==> src/rtl/cpu_io_pkg.sv <==
// Shared types and constants for the core's byte-output path.
// Latency: n/a (declarations only).
// Backpressure: n/a (declarations only).
package cpu_io_pkg;

    typedef enum logic [1:0] {
        IDLE  = 2'd0,
        START = 2'd1,
        DATA  = 2'd2,
        STOP  = 2'd3
    } tx_state_t;

    localparam int UART_DATA_BITS       = 8;
    localparam int UART_FRAME_BITS      = 10;
    localparam int DEFAULT_CLKS_PER_BIT = 434;

endpackage

==> src/rtl/sync_fifo.sv <==
// Small synchronous FIFO; head is read combinationally from the registered read pointer.
// Latency: a pushed entry is visible at the head (empty=0) one edge after the push.
// Backpressure: pushes while full are ignored; pops while empty are ignored.
module sync_fifo #(
    parameter int WIDTH = 8,
    parameter int DEPTH = 16
) (
    input  logic                     clock,
    input  logic                     reset_n,
    input  logic                     push,
    input  logic [WIDTH-1:0]         push_data,
    input  logic                     pop,
    output logic [WIDTH-1:0]         head_data,
    output logic                     empty,
    output logic                     full,
    output logic [$clog2(DEPTH):0]   count
);

    localparam int AW = $clog2(DEPTH);
    localparam int CW = AW + 1;

    logic [WIDTH-1:0] mem_q [DEPTH];
    logic [AW-1:0]    wr_ptr_q, wr_ptr_d;
    logic [AW-1:0]    rd_ptr_q, rd_ptr_d;
    logic [CW-1:0]    count_q, count_d;
    logic             push_ok;
    logic             pop_ok;

    // A full FIFO refuses the push even when a pop happens on the same edge.
    assign push_ok   = push & ~full;
    assign pop_ok    = pop & ~empty;
    assign head_data = mem_q[rd_ptr_q];
    assign empty     = (count_q == '0);
    assign full      = (count_q == CW'(DEPTH));
    assign count     = count_q;

    // Next pointer/occupancy; pointers wrap naturally since DEPTH is a power of two.
    always_comb begin
        wr_ptr_d = wr_ptr_q;
        rd_ptr_d = rd_ptr_q;
        count_d  = count_q;
        if (push_ok) begin
            wr_ptr_d = wr_ptr_q + AW'(1);
        end
        if (pop_ok) begin
            rd_ptr_d = rd_ptr_q + AW'(1);
        end
        case ({push_ok, pop_ok})
            2'b10:   count_d = count_q + CW'(1);
            2'b01:   count_d = count_q - CW'(1);
            default: count_d = count_q;
        endcase
    end

    // Pointer and occupancy registers.
    always_ff @(posedge clock or negedge reset_n) begin
        if (!reset_n) begin
            wr_ptr_q <= '0;
            rd_ptr_q <= '0;
            count_q  <= '0;
        end else begin
            wr_ptr_q <= wr_ptr_d;
            rd_ptr_q <= rd_ptr_d;
            count_q  <= count_d;
        end
    end

    // Storage array; contents are don't-care after reset because the count is cleared.
    always_ff @(posedge clock) begin
        if (push_ok) begin
            mem_q[wr_ptr_q] <= push_data;
        end
    end

endmodule

==> src/rtl/out_uart_tx.sv <==
// Buffers core output bytes and serialises them as UART 8N1, LSB first.
// Latency: byte written at edge E into an idle, empty block is popped at E+1; tx falls at E+2.
// Backpressure: out_full (registered) tells the core to hold off; a write while full is dropped and sets sticky overflow.
module out_uart_tx
    import cpu_io_pkg::*;
#(
    parameter int CLKS_PER_BIT = DEFAULT_CLKS_PER_BIT,
    parameter int FIFO_DEPTH   = 16
) (
    input  logic       clock,
    input  logic       reset_n,
    input  logic       out_en,
    input  logic [7:0] out_data,
    output logic       out_full,
    output logic       tx,
    output logic       busy,
    output logic       overflow
);

    localparam int BAUD_W = (CLKS_PER_BIT > 1) ? $clog2(CLKS_PER_BIT) : 1;
    localparam int BIT_W  = $clog2(UART_DATA_BITS);
    localparam int CNT_W  = $clog2(FIFO_DEPTH) + 1;

    localparam logic [BAUD_W-1:0] BAUD_LAST = BAUD_W'(CLKS_PER_BIT - 1);
    localparam logic [BIT_W-1:0]  BIT_LAST  = BIT_W'(UART_DATA_BITS - 1);

    logic [7:0]       fifo_head;
    logic             fifo_empty;
    logic             fifo_full;
    logic [CNT_W-1:0] fifo_count;
    logic             fifo_pop;
    logic             push_ok;

    tx_state_t        state_q, state_d;
    logic [BAUD_W-1:0] baud_q, baud_d;
    logic [BIT_W-1:0] bit_q, bit_d;
    logic [7:0]       shift_q, shift_d;
    logic             tx_q, tx_d;
    logic             busy_q, busy_d;
    logic             overflow_q, overflow_d;

    sync_fifo #(
        .WIDTH (8),
        .DEPTH (FIFO_DEPTH)
    ) u_fifo (
        .clock     (clock),
        .reset_n   (reset_n),
        .push      (out_en),
        .push_data (out_data),
        .pop       (fifo_pop),
        .head_data (fifo_head),
        .empty     (fifo_empty),
        .full      (fifo_full),
        .count     (fifo_count)
    );

    assign push_ok  = out_en & ~fifo_full;
    assign out_full = fifo_full;
    assign tx       = tx_q;
    assign busy     = busy_q;
    assign overflow = overflow_q;

    // Frame sequencer: next state, baud/bit counters, shift register and FIFO pop.
    always_comb begin
        state_d  = state_q;
        baud_d   = baud_q;
        bit_d    = bit_q;
        shift_d  = shift_q;
        fifo_pop = 1'b0;
        case (state_q)
            IDLE: begin
                if (!fifo_empty) begin
                    fifo_pop = 1'b1;
                    shift_d  = fifo_head;
                    baud_d   = '0;
                    state_d  = START;
                end
            end
            START: begin
                if (baud_q == BAUD_LAST) begin
                    baud_d  = '0;
                    bit_d   = '0;
                    state_d = DATA;
                end else begin
                    baud_d = baud_q + BAUD_W'(1);
                end
            end
            DATA: begin
                if (baud_q == BAUD_LAST) begin
                    baud_d  = '0;
                    shift_d = {1'b0, shift_q[7:1]};
                    if (bit_q == BIT_LAST) begin
                        state_d = STOP;
                    end else begin
                        bit_d = bit_q + BIT_W'(1);
                    end
                end else begin
                    baud_d = baud_q + BAUD_W'(1);
                end
            end
            STOP: begin
                if (baud_q == BAUD_LAST) begin
                    baud_d  = '0;
                    state_d = IDLE;
                end else begin
                    baud_d = baud_q + BAUD_W'(1);
                end
            end
            default: state_d = IDLE;
        endcase
    end

    // Registered line level follows the current state, so tx trails the state by one cycle.
    always_comb begin
        case (state_q)
            START:   tx_d = 1'b0;
            DATA:    tx_d = shift_q[0];
            default: tx_d = 1'b1;
        endcase
    end

    // busy tracks the tx lag: it rises with the write and falls as the stop bit ends; overflow is sticky.
    always_comb begin
        busy_d     = (state_q != IDLE) || (fifo_count != '0) || push_ok;
        overflow_d = overflow_q | (out_en & fifo_full);
    end

    // All sequencer and output registers; reset forces the line idle and truncates any frame.
    always_ff @(posedge clock or negedge reset_n) begin
        if (!reset_n) begin
            state_q    <= IDLE;
            baud_q     <= '0;
            bit_q      <= '0;
            shift_q    <= '0;
            tx_q       <= 1'b1;
            busy_q     <= 1'b0;
            overflow_q <= 1'b0;
        end else begin
            state_q    <= state_d;
            baud_q     <= baud_d;
            bit_q      <= bit_d;
            shift_q    <= shift_d;
            tx_q       <= tx_d;
            busy_q     <= busy_d;
            overflow_q <= overflow_d;
        end
    end

endmodule

==> config.mk <==
export PLATFORM = sky130hd
export DESIGN_NAME = out_uart_tx
export DESIGN_NICKNAME = d
export VERILOG_FILES = /design/src/rtl/cpu_io_pkg.sv /design/src/rtl/sync_fifo.sv /design/src/rtl/out_uart_tx.sv
export SDC_FILE = /design/constraint.sdc
export NUM_CORES = 1
export LEC_CHECK = 0
export ABC_AREA = 1
export CAP_MARGIN = 5
export CORE_ASPECT_RATIO = 0.6
export CORE_MARGIN = 2
export CORE_UTILIZATION = 47
export CTS_BUF_LIST = sky130_fd_sc_hd__clkbuf_16
export DETAILED_ROUTE_END_ITERATION = 16
export SYNTH_ARGS = -nofsm -noshare
export SYNTH_HDL_FRONTEND = slang
export SYNTH_SLANG_ARGS = --single-unit
==> constraint.sdc <==
create_clock -name clock -period 3.46 [get_ports clock]
set_input_delay 0.692 -clock clock [delete_from_list [all_inputs] [get_ports clock]]
set_output_delay 0.692 -clock clock [all_outputs]
set_load 0.01 [all_outputs]
Word level (Yosys, flattened, before mapping)
Memories as Yosys holds them, arrays and structs flattened.
Cells that the tools add are included.

word-level totals
  bits in writable memories = 128
  flip-flop bits (word level) = 38
  output and inout bits = 4
  bits of input ports = 11
  memories = 1
  word-level logic and storage cells = 72

operators by class
  bitwise logic cells = 6
  mux-type cells = 22
  add/subtract/negate cells = 6
  equal/unequal tests = 14
  reduce and logical (&&, ||, !) cells = 13

memories
  name          depth  bits a word  rd ports  clocked after Yosys merged registers in  write ports  RTL line         text
  u_fifo.mem_q  16     8            1         0                                        1            sync_fifo.sv:22  logic [WIDTH-1:0] mem_q [DEPTH];

operator list
  operator                                           count
  2-to-1 mux 9 bit                                   2
  case mux 9 bit (2 select lines)                    1
  2-to-1 mux 8 bit                                   2
  case mux 8 bit (2 select lines)                    1
  != test 2 bit (second input constant)              6
  2-to-1 mux 2 bit                                   5
  case mux 5 bit (2 select lines)                    1
  adder 9 x 1 -> 9 bit (second input constant)       1
  == test 9 bit (second input constant)              1
  2-to-1 mux 3 bit                                   3
  adder 4 x 1 -> 4 bit (second input constant)       2
  case mux 2 bit (4 select lines)                    1
  nonzero test 2 bit                                 4
  == test 2 bit (second input constant)              3
  case mux 3 bit (2 select lines)                    1
  adder 5 x 1 -> 5 bit (second input constant)       1
  == test 5 bit (second input constant)              1
  logical NOT 5 bit                                  1
  AND reduction 5 bit                                1
  nonzero test 5 bit                                 1
  subtractor 5 x 1 -> 5 bit (second input constant)  1
  == test 2 x 1 -> 1 bit (second input constant)     2
  2-to-1 mux 1 bit                                   4
  AND reduction 4 bit                                1
  other kinds (10)                                   14

Longest topological paths before layout
  depth in word-level cells = 6
  depth in mapped cells = 15

By module
Synthesis repeated with hierarchy kept, for this count alone.

second synthesis, totals
  cells, all modules = 783
  area total of the unflattened synthesis = 7,654.8 um^2

modules (own cells, without submodules)
  module       cells an instance  seq. area each (um^2)  area an instance (um^2)  times used
  sync_fifo    622                4,169.0                6,234.7                  1
  out_uart_tx  161                626.9                  1,420.1                  1

Worst setup path after synthesis
No wires, ideal clock.

  path kind = flip-flop to flip-flop
  start point = reg u_fifo.count_q[2], in the netlist u_fifo.count[2]
  end point = reg u_fifo.count_q[4], in the netlist u_fifo.count[4]
  setup time = 0.065 ns
  arrival time = 2.115 ns
  path slack = 1.280 ns
  data required time = 3.395 ns
  buffers on the path = 0
  stages on the path, launching flop included = 16
  cell sequence = dfrtp_1 nor2_2 nand2_1 nor2_1 inv_2 nand2_2 ha_1 xor2_1 ha_1 inv_1 nand2_1 nand3_1 nand2_1 xor2_1 nand2_1 nand2_1

on the way
  elaborated cells on any way between the ends = 14
  classes of those cells = add/sub (2); eq/ne (3); mux (3); bitwise (4); reduce/logical (2)

RTL lines
  element                                                                RTL line           text
  start: declaration                                                     sync_fifo.sv:25    logic [CW-1:0] count_q, count_d;
  start signal: assignment                                               sync_fifo.sv:64    count_q <= count_d;
  == test 5 bit (*)                                                      sync_fifo.sv:34    assign full = (count_q == CW'(DEPTH));
  named net out_full                                                     out_uart_tx.sv:14  output logic out_full,
  NOT 1 bit (*)                                                          sync_fifo.sv:30    assign push_ok = push & ~full;
  AND 1 bit (*)                                                          sync_fifo.sv:30
  == test 2 x 1 -> 1 bit or == test 2 bit (tied branches)                sync_fifo.sv:48    case ({push_ok, pop_ok})
  case mux 5 bit (2 select lines) or nonzero test 2 bit (tied branches)  -

The timed path passes the listed nets; every way through them passes the cells marked *.
A chain may end at the register's enable or synchronous reset.

Worst setup path in the final report
  start point = reg u_fifo.count_q[0], in the netlist u_fifo.count[0]
  end point = out out_full

on the way
  word-level cells in the longest chain between the ends = 1

RTL lines
  element           RTL line
  == test 5 bit     sync_fifo.sv:34
  end: declaration  out_uart_tx.sv:14

Every way passes these cells.

==> metrics.cfg <==
[status]
status = finished, final reports clean

[pwr]
p_per_area_mw_per_mm2 = 844.4
leakage_nw = 3.611
p_seq_frac = 0.376
p_clk_frac = 0.260
switching_share = 0.4040
p_comb_frac = 0.364
peakVddDrop_mv = 0.3417
p_int_w = 0.004228
p_sw_w = 0.002866

[placed_design]
io_buffers = 14
dpl.hpwl_um = 11480
pre_cts_slack_ns = 0.8733
place_area_mm2 = 0.007825
gp_congestion = 0.8952

[clock_tree]
post-cts-setup-buffer-count = 0
clock_latency_ns = 0.42
cts_tree = done
cts_made_buffers = 17
path_clk_slew_ns = 0.07
hold_buffers = 0
root_buffer = clkbuf_16
cts_max_path_buffers = 2
cts_num_sinks = 166
htree_levels = 4
cts-resized-gates = 0

[layout]
area_growth_pct = 11.23
diodes = 0
layout-drive-gt1-share = 0.07317
fin_nets = 795
stdcell_area_mm2 = 0.008402

[min_path]
hold_path_class = input pin to async pin

[timing]
worst_pin_slew_ns = 1.040
post-route-min-period_ns = 2.611
skew_ns = 0.009808
hold_viol_final = 0
worst_hold_slack_ns = 0.3903
relSlewSlack = 0.3055
setup_viol = 0
timing.fmax_mhz = 383.0
rsz0062_at_grt = false
min_period_over_period = 0.7547
finalMaxSlewViolations = 0
tns_ns = 0
setup_slack_ns = 0.8489

[die]
dieArea_mm2 = 0.01713
num_rows = 35
io_pins = 15
die_x_um = 167.7
die_h_um = 102.2
fp.coreArea_mm2 = 0.01555
initial_core_util = 0.4859

[logic_synthesis]
yosys_warnings = 0
synth_area_leaders = edfxtp_1 51%, dfrtp_1 12%, nand2_1 12%, nand3_1 6.2%, inv_1 4.3%
avgSynthCellArea_um2 = 9.978
synth.top_cell.area_share = 0.5089
postSynthNetCount = 786
ys_seq_area_frac = 0.6349
syn_inst = 757
yosysUniqueCellTypes = 34
syn_area_mm2 = 0.007553
synth_top_area_cell = edfxtp_1
ys_ff_latch = 166

[routing]
via_count = 5164
routedWlPerCell_um = 17.55
drc = 0
firstDrtPassIters = 6
vias_per_cell = 5.259
drt_iter0_drc = 533
drt-total-wl_um = 17230
drt.antenna.violating_nets = 0

[flow_run]
maxCapViolations = 0

[setup_path]
path_max_fanout = 4
cp-end-kind = output pin
cp-start-kind = flip-flop
critical_path_class = flip-flop to output pin
arrival_ns = 1.92
r2r_slack_ns = 0.99
required_ns = 2.77

[grt]
grt_pass1_wl_um = 26960
grt_pass1_vias = 4792
grt_start_max_net_pins = 71
grt_usage = 0.2143
antenna_found_initial = 0
gr-total-overflow = 0

## area by class of cell
class	instances	area, um^2
sequential	166	4797
tap	203	254.0
fill	1367	7144
clock buffer	17	425.4
inverter	93	349.1
clock inverter	15	151.4
multi-input combinational	470	2260
timing repair buffer	18	165.2
## worst paths after layout
| kind | from | end | cells past startpoint |
|---|---|---|---|
| worst max register to register | state_q[1] | u_fifo.count[4] | 14 |
| worst max-delay path | u_fifo.count[0] | out_full | 4 |
| min in group clock | overflow | overflow | 1 |
| worst min-delay path | reset_n | bit_q[0] | 1 |
| worst min register to register | overflow | overflow | 1 |
| max in group asynchronous | reset_n | u_fifo.rd_ptr_q[0] | 1 |
## cell families (layout without fill, tap and decap cells)
family	Yosys count	count (layout)	share of synthesized area
XOR/XNOR	15	15	0.01739
AO/OA/AOI/OAI	37	37	0.02733
AND/OR/NAND/NOR	400	400	0.2246
buffers and inverters	121	143	0.06593
adder cells (fa/ha/maj)	18	18	0.02982
flip-flops	166	166	0.6349
## Yosys cell counts, drive strengths merged
| master | count |
|---|---|
| nand2 | 248 |
| a21boi | 1 |
| a21oi | 3 |
| dfstp | 1 |
| clkinv | 3 |
| xor2 | 12 |
| buf | 21 |
| edfxtp | 128 |
| ha | 18 |
| nand4 | 3 |
| nor2 | 48 |
| clkbuf | 7 |
| o21ai | 24 |
| a31oi | 1 |
| nor3 | 5 |
| o21bai | 2 |
| or2 | 1 |
| o211ai | 3 |
| o22ai | 2 |
| nand3 | 95 |
| inv | 90 |
| o21a | 1 |
| xnor2 | 3 |
| dfrtp | 37 |
## per-stage QoR
step | std cells | total power, W | utilization
final | 982 | 0.007094 | 0.5404
after global routing | 982 | 0.007562 | 0.5404
after CTS | 982 | 0.007108 | 0.5404
after detailed placement | 950 | 0.005262 | 0.5033
after global placement | 950 | 0.005206 | 0.5033
after floorplan | 757 | 0.004556 | -
## power by group through the flow
stage | Clock (W) | Sequential, W | Combinational (W)
floorplan | 0 | 0.00265 | 0.00191
global placement | 0 | 0.00269 | 0.00251
detailed placement | 0 | 0.00270 | 0.00256
CTS | 0.00187 | 0.00267 | 0.00257
global route | 0.00196 | 0.00270 | 0.00290
finish | 0.00185 | 0.00267 | 0.00258
## registers in the layout (all words and copies together), names as in the netlist
signal / count
baud_q: 9
busy: 1
u_fifo.wr_ptr_q: 4
shift_q: 8
tx: 1
u_fifo.count: 5
u_fifo.mem_q: 128
overflow: 1
state_q: 2
bit_q: 3
u_fifo.rd_ptr_q: 4
## layout by cell type, fill, tap and decap left out, drive strengths merged, types with 2 or more instances in the layout
cell	Yosys	final
edfxtp	128	128
nor3	5	5
nand4	3	3
dfrtp	37	37
o21ai	24	24
nor2	48	48
clkbuf	7	17
o21bai	2	2
clkdlybuf4s50	0	13
inv	90	101
clkinvlp	0	2
nand2	248	248
buf	21	5
o22ai	2	2
clkinv	3	5
o211ai	3	3
xor2	12	12
nand3	95	95
ha	18	18
xnor2	3	3
a21oi	3	3
## metal layers
metal,up-vias,global-route usage,wire length [um]
li1,2485,-,-
met5,-,0,0
met1,2474,0.3256,8333
met3,16,0.05500,1575
met2,189,0.3074,7151
met4,0,0.05686,172
## worst max-delay path, cell delays in order, from the launching register on
cell,delay (ns)
dfrtp_1,0.43
nor2_2,0.26
nand2_1,0.08
nor2_1,0.15
clkdlybuf4s50_1,0.57
Note: power is estimated with default switching activity, not from simulation.
